$ cat src/rtl/lb_uart_bridge.sv
// UART byte-stream to local-bus bridge: parses cmd/addr/data frames, issues
// lb_wr/lb_rd strobes and returns read data (or a timeout word) as four bytes.
`timescale 1ns/1ps
module lb_uart_bridge #(
  parameter int          RD_TIMEOUT   = 1024,
  parameter int          IDLE_TIMEOUT = 65535,
  parameter logic [31:0] TIMEOUT_WORD = 32'hDEADBEEF
) (
  input  logic        clk,
  input  logic        rstn,
  input  logic [7:0]  rx_data,
  input  logic        rx_valid,
  output logic [7:0]  tx_data,
  output logic        tx_valid,
  input  logic        tx_ready,
  output logic [7:0]  lb_cmd,
  output logic [23:0] lb_addr,
  output logic [31:0] lb_wdata,
  output logic        lb_wr,
  output logic        lb_rd,
  input  logic [31:0] lb_rdata,
  input  logic        lb_rvalid,
  output logic [7:0]  err_cnt
);

  typedef enum logic [2:0] {IDLE, ADDR, DATA, WR, RD, RWAIT, TX} state_t;

  // One counter serves both the mid-frame idle timeout and the read-wait timeout.
  localparam int CNT_MAX = (RD_TIMEOUT > IDLE_TIMEOUT) ? RD_TIMEOUT : IDLE_TIMEOUT;
  localparam int CW      = $clog2(CNT_MAX + 1);
  localparam logic [CW-1:0] RD_LAST   = CW'(RD_TIMEOUT - 1);
  localparam logic [CW-1:0] IDLE_LAST = CW'(IDLE_TIMEOUT - 1);

  state_t        state;
  logic [CW-1:0] cnt;
  logic [1:0]    bcnt;
  logic [31:0]   rword;
  logic          rd_expire;
  logic          idle_expire;
  logic          overrun;
  logic          err_event;

  // Error sources are OR-ed so coincident events bump err_cnt only once.
  always_comb begin
    rd_expire   = (state == RWAIT) && !lb_rvalid && (cnt == RD_LAST);
    idle_expire = ((state == ADDR) || (state == DATA)) && !rx_valid && (cnt == IDLE_LAST);
    overrun     = rx_valid && (state inside {WR, RD, RWAIT, TX});
    err_event   = rd_expire | idle_expire | overrun;
  end

  always_ff @(posedge clk or negedge rstn) begin
    if (!rstn) begin
      state    <= IDLE;
      cnt      <= '0;
      bcnt     <= '0;
      rword    <= '0;
      tx_data  <= '0;
      tx_valid <= 1'b0;
      lb_cmd   <= '0;
      lb_addr  <= '0;
      lb_wdata <= '0;
      lb_wr    <= 1'b0;
      lb_rd    <= 1'b0;
      err_cnt  <= '0;
    end else begin
      lb_wr <= 1'b0;
      lb_rd <= 1'b0;
      if (err_event && (err_cnt != 8'hFF))
        err_cnt <= err_cnt + 8'd1;
      case (state)
        IDLE: begin
          if (rx_valid) begin
            lb_cmd <= rx_data;
            bcnt   <= '0;
            cnt    <= '0;
            state  <= ADDR;
          end
        end
        ADDR: begin
          if (rx_valid) begin
            cnt     <= '0;
            lb_addr <= {lb_addr[15:0], rx_data};
            if (bcnt == 2'd2) begin
              bcnt <= '0;
              if (lb_cmd[0]) begin
                lb_rd <= 1'b1;
                state <= RD;
              end else begin
                state <= DATA;
              end
            end else begin
              bcnt <= bcnt + 2'd1;
            end
          end else if (idle_expire) begin
            state <= IDLE;
          end else begin
            cnt <= cnt + CW'(1);
          end
        end
        DATA: begin
          if (rx_valid) begin
            cnt      <= '0;
            lb_wdata <= {lb_wdata[23:0], rx_data};
            if (bcnt == 2'd3) begin
              bcnt  <= '0;
              lb_wr <= 1'b1;
              state <= WR;
            end else begin
              bcnt <= bcnt + 2'd1;
            end
          end else if (idle_expire) begin
            state <= IDLE;
          end else begin
            cnt <= cnt + CW'(1);
          end
        end
        WR: state <= IDLE;
        RD: begin
          cnt   <= '0;
          state <= RWAIT;
        end
        RWAIT: begin
          if (lb_rvalid) begin
            rword    <= lb_rdata;
            tx_data  <= lb_rdata[31:24];
            tx_valid <= 1'b1;
            bcnt     <= '0;
            state    <= TX;
          end else if (rd_expire) begin
            rword    <= TIMEOUT_WORD;
            tx_data  <= TIMEOUT_WORD[31:24];
            tx_valid <= 1'b1;
            bcnt     <= '0;
            state    <= TX;
          end else begin
            cnt <= cnt + CW'(1);
          end
        end
        // rword keeps the byte on tx_data in its top lane; shift after each handshake.
        TX: begin
          if (tx_ready) begin
            if (bcnt == 2'd3) begin
              tx_valid <= 1'b0;
              state    <= IDLE;
            end else begin
              bcnt    <= bcnt + 2'd1;
              rword   <= {rword[23:0], 8'h00};
              tx_data <= rword[23:16];
            end
          end
        end
        default: state <= IDLE;
      endcase
    end
  end

endmodule

$ cat config.mk
export PLATFORM = sky130hd
export DESIGN_NAME = lb_uart_bridge
export DESIGN_NICKNAME = d
export VERILOG_FILES = /design/src/rtl/lb_uart_bridge.sv
export SDC_FILE = /design/constraint.sdc
export NUM_CORES = 1
export LEC_CHECK = 0
export ABC_AREA = 1
export BUFFER_PORTS_ARGS = -buffer_cell sky130_fd_sc_hd__buf_2
export CORE_ASPECT_RATIO = 1.2
export CORE_MARGIN = 2
export CORE_UTILIZATION = 57
export CTS_BUF_LIST = sky130_fd_sc_hd__clkbuf_4
export CTS_CLUSTER_DIAMETER = 100
export DETAILED_ROUTE_END_ITERATION = 10
export PLACE_DENSITY_LB_ADDON = 0.05
export SYNTH_ARGS = -nofsm -noshare
export SYNTH_HDL_FRONTEND = slang
export SYNTH_SLANG_ARGS = --single-unit
$ cat constraint.sdc
create_clock -name clk -period 2.33 [get_ports clk]
set_input_delay 0.1165 -clock clk [delete_from_list [all_inputs] [get_ports clk]]
set_output_delay 0.1165 -clock clk [all_outputs]
set_load 0.02 [all_outputs]
### Yosys cells after proc, flatten, opt, wreduce, memory -nomap -nowiden

Index checks and enable logic that the tools add are counted.

* add/subtract/negate cells: 3
* equality and inequality tests: 23
* multiplexer cells: 50
* bitwise operators: 2
* reductions and logical operators: 23

Operators by type and width (count)
* 24-bit two-way mux: 4
* 16-bit two-way mux: 5
* 16-bit one-hot mux with 4 select lines: 1
* 24-bit one-hot mux with 2 select lines: 1
* 3-bit two-way mux: 11
* 8-bit two-way mux: 4
* 2-bit two-way mux: 9
* 3-bit one-hot mux with 6 select lines: 1
* 16-bit by 1-bit adder with 16-bit output (second input constant): 1
* 16-bit by 10-bit == test with 1-bit output (second input constant): 1
* 16-bit == test (second input constant): 1
* 8-bit one-hot mux with 2 select lines: 1
* 2-bit inequality test (second input constant): 7
* 1-bit two-way mux: 11
* 2-bit one-hot mux with 5 select lines: 1
* 3-bit == test (second input constant): 3
* 8-bit by 1-bit adder with 8-bit output (second input constant): 1
* 8-bit inequality test (second input constant): 1
* 4-bit AND reduction: 2
* 4-bit nonzero test: 2
* 7-bit AND reduction: 1
* 3-bit by 2-bit == test with 1-bit output (second input constant): 2
* 1-bit logical AND: 6
* 3-bit by 2-bit inequality test with 1-bit output (second input constant): 2
* other kinds (16): 22

* register bits after elaboration: 128
* output and inout port bits: 83
* word-level logic and storage cells: 113

### Logic depth before layout (Yosys ltp)

* depth after elaboration: 7
* gate-level depth with buffers: 12

### Least setup slack after synthesis

Ideal clock, no wire load.

* kind: reg2reg
* start: register cnt[0]
* end: register rword[17]
* setup time: 0.123 ns
* arrival time: 1.666 ns
* required time: 2.207 ns
* path slack: 0.541 ns
* stages on the path, launching flop included: 12
* path buffers: 1
* cell sequence: dfrtp_1 ha_1 nand3_1 inv_1 nand2_1 clkinv_1 nand2_1 nand2_2 nand4_4 buf_6 nand2_1 o21ai_2

* cells in the longest elaborated chain, start to end: 4

Ends and longest elaborated chain
* start: declaration: RTL line 35 `logic [CW-1:0] cnt;`
* start signal: assignment: RTL line 97 `cnt <= cnt + CW'(1);`
* start signal: assignment: RTL line 114 `cnt <= cnt + CW'(1);`
* start signal: assignment: RTL line 136 `cnt <= cnt + CW'(1);`
* 16-bit by 10-bit == test with 1-bit output: RTL line 45 `rd_expire = (state == RWAIT) && !lb_rvalid && (cnt == RD_LAST);`
* 1-bit logical AND: RTL line 45
* 3-bit inequality test (no source line)
* 4-bit AND reduction (no source line)
* end signal: assignment: RTL line 124 `rword <= lb_rdata;`
* end signal: assignment: RTL line 147 `rword <= {rword[23:0], 8'h00};`
* end: declaration: RTL line 37 `logic [31:0] rword;`

No other way between the ends.
A chain may end at the register's enable or synchronous reset.

### Final worst setup path

* start: register cnt[0]
* end: register rword[16]

The elaborated chain is that of the path after synthesis.

==> impl_metrics.tcl <==
set metrics [dict create \
    max_slew.worst_pin.slew_ns 0.678 \
    worstPathRequired_ns 2.78 \
    netlist_instances 762 \
    antenna_found_initial 3 \
    grt_pass1_wl_um 25300 \
    cp_max_fo 64 \
    slew_viol_final 0 \
    yosys_register_bits 128 \
    synth_area_mm2 0.00636 \
    yosys.area.top_type "dfrtp_1" \
    async_flop_share_pct 100 \
    cp.arrival_ns 2.52 \
    clockRootBuffer "clkbuf_4" \
    ant_nets 0 \
    grt_overflow 0 \
    fin_nets 982 \
    dieArea_mm2 0.0120 \
    critPathLaunchType "flip-flop" \
    post-route-drc-count 0 \
    r2r_slack_ns 0.26 \
    dpl-instance-area_mm2 0.00707 \
    first_pass_iters 5 \
    clock_sinks 128 \
    ir_worst_vdd_mv 0.912 \
    drtIter0Drc 317 \
    crit_type "reg2reg" \
    numCtsBuffers 17 \
    post_cts_buffers 0 \
    timing.setup.tns_ns 0 \
    status "complete, no violations" \
    synth_top_area_share_pct 50.3 \
    hpwl_um 10300 \
    p_leak_nw 4.22 \
    finalSetupViolCount 0 \
    cts_tree "yes" \
    rsz0062_at_grt "false" \
    ys.flop_type "dfrtp_1" \
    period_minus_slack_ns 2.07 \
    hold_violations 0 \
    layout-drive-gt1-share_pct 23.9 \
    die_h_um 120 \
    syn_to_final_growth_pct 22.5 \
    timing.final.crit_share_pct 89.0 \
    portBuffers 127 \
    synth.area.top_cells "dfrtp_1 50%, nand2_1 16%, o21ai_2 4.8%" \
    coreArea_mm2 0.0110 \
    fmax_mhz 482 \
    clk_path_buf_depth 2 \
    clk_pin_slew_ns 0.12 \
    drt_wl_total_um 15100 \
    finalInstanceArea_mm2 0.00779 \
    vias 5736 \
    routedWlPerCell_um 14.0 \
    grt_pass1_vias 5564 \
    maxCapViolCount 0 \
    powerDensity_mw_per_mm2 1150 \
    start_util_pct 57.9 \
    holdCritPathClass "in2reg" \
    io_pins 128 \
    yosysUniqueCellTypes 33 \
    grt_max_degree 65 \
    core.rowCount 42 \
    fp.dieW_um 100 \
    syn-num-nets 814 \
    vias_per_cell 5.32 \
    relSlewSlack_pct 54.8 \
    clock_skew_ns 0.0144 \
    ys_warn_count 0 \
    grt_usage_pct 26.4 \
    routabilityCongestion 0.939 \
    synth_seq_area_share_pct 50.3 \
    htree_levels 4 \
    end_kind "flip-flop" \
    synth_edf_count 0 \
    clkLatencyLatePin_ns 0.52 \
    synth_area_per_cell_um2 8.35 \
]
cells by family after synthesis:
group	count (synthesis)	share of synthesized area [%]
buffers and inverters	107	7.71
and+or+nand+nor	380	25.4
DFF	128	50.3
adders and majority gates	7	1.38
xor gates and xnor gates	10	1.38
AOI/OAI and AO/OA	130	13.8
critical path, cell delays in order, from the launching register on:
cell,delay (ns)
dfrtp_1,0.48
ha_1,0.32
nand3_1,0.15
inv_1,0.07
nand2_1,0.08
clkinv_1,0.11
nand2_1,0.10
nand2_2,0.09
nand4_4,0.09
buf_12,0.30
nand2_1,0.14
o21ai_2,0.07
state kept, by name (all words and copies together) (netlist names), 2 cells and up:
signal	count
err_cnt	8
lb_addr	24
cnt	16
state	3
lb_wdata	32
tx_data	8
lb_cmd	8
bcnt	2
rword	24
path summary, 6_finish.rpt:
check,startpoint,endpoint,cells after the start
max,cnt[0],rword[16],11
min,tx_ready,state[2],5
max reg2reg,cnt[0],rword[16],11
min reg2reg,lb_addr[21],lb_addr[21],2
max in group asynchronous,rstn,lb_wdata[18],3
min in group asynchronous,rstn,tx_data[5],2
timing repair:
action                                  in CTS  in global routing
endpoints found under the setup margin       0                  6
hold endpoints to repair                   106                  0
gates resized for setup                      0                  1
hold buffers                                42                  0
area by class of cell:
class,instances,area [um^2]
Sequential cell,128,3200
Clock inverter,14,158
Fill cell,867,3190
Antenna cell,3,7.51
Timing Repair Buffer,177,1160
Inverter,79,297
Multi-Input combinational cell,527,2670
Clock buffer,18,135
Tap cell,132,165
metrics by stage:
stage	total power, W	setup WS, ns	std cells	hold slack [ns]	util [%]
2_1_floorplan	0.00622	0.541	762	-0.179	-
3_3_place_gp	0.00721	0.335	1001	0.190	64.4
3_5_place_dp	0.00736	0.235	1001	0.198	64.4
4_1_cts	0.00898	0.209	1075	0.0169	70.9
5_1_grt	0.00959	0.0407	1077	0.0612	70.9
6_report	0.00893	0.256	1078	0.0873	71.0
synthesized netlist by cell type, types with 2 or more instances:
master,n
a22oi_1,8
nor2_4,2
nor2_1,31
o21ai_1,18
ha_1,7
inv_1,71
o21bai_1,2
nand4_1,14
nand3_1,33
o21ai_2,35
nor2_2,5
nand2_2,2
xor2_1,7
o21ai_0,44
clkinv_1,3
nand2_1,277
o22a_1,17
buf_2,8
clkbuf_1,9
nor3_1,6
nand3_2,4
nand2_4,3
xnor2_1,3
inv_2,5
a21oi_1,4
dfrtp_1,128
buf_6,10
report_power, final:
group	leakage [nW]	total (W)	internal [W]	switching [W]
combinational	2.42	0.00371	0.00127	0.00244
clock	0.152	0.00154	0.000666	0.000876
sequential	1.65	0.00369	0.00307	0.000620
metal layers:
metal / up-vias / routed length [um] / GRT usage [%]
met1: 2726 / 6150 / 32.2
met3: 30 / 776 / 6.58
met5: - / 0 / 0
met2: 196 / 7820 / 44.7
met4: 0 / 350 / 10.6
li1: 2784 / - / -
cells in the final DEF, fill, tap and decap left out, drive strengths merged, types with 4 or more instances in the layout:
master         n
ha             7
nand4         15
dfrtp        128
nand2        282
dlygate4sd3   42
nand3         37
a21oi          4
o22a          17
clkinv         9
nor2          38
clkbuf        18
a22oi          8
xor2           7
nor3           6
o21ai         97
buf          135
inv           80
(Power assumes the default switching activity.)
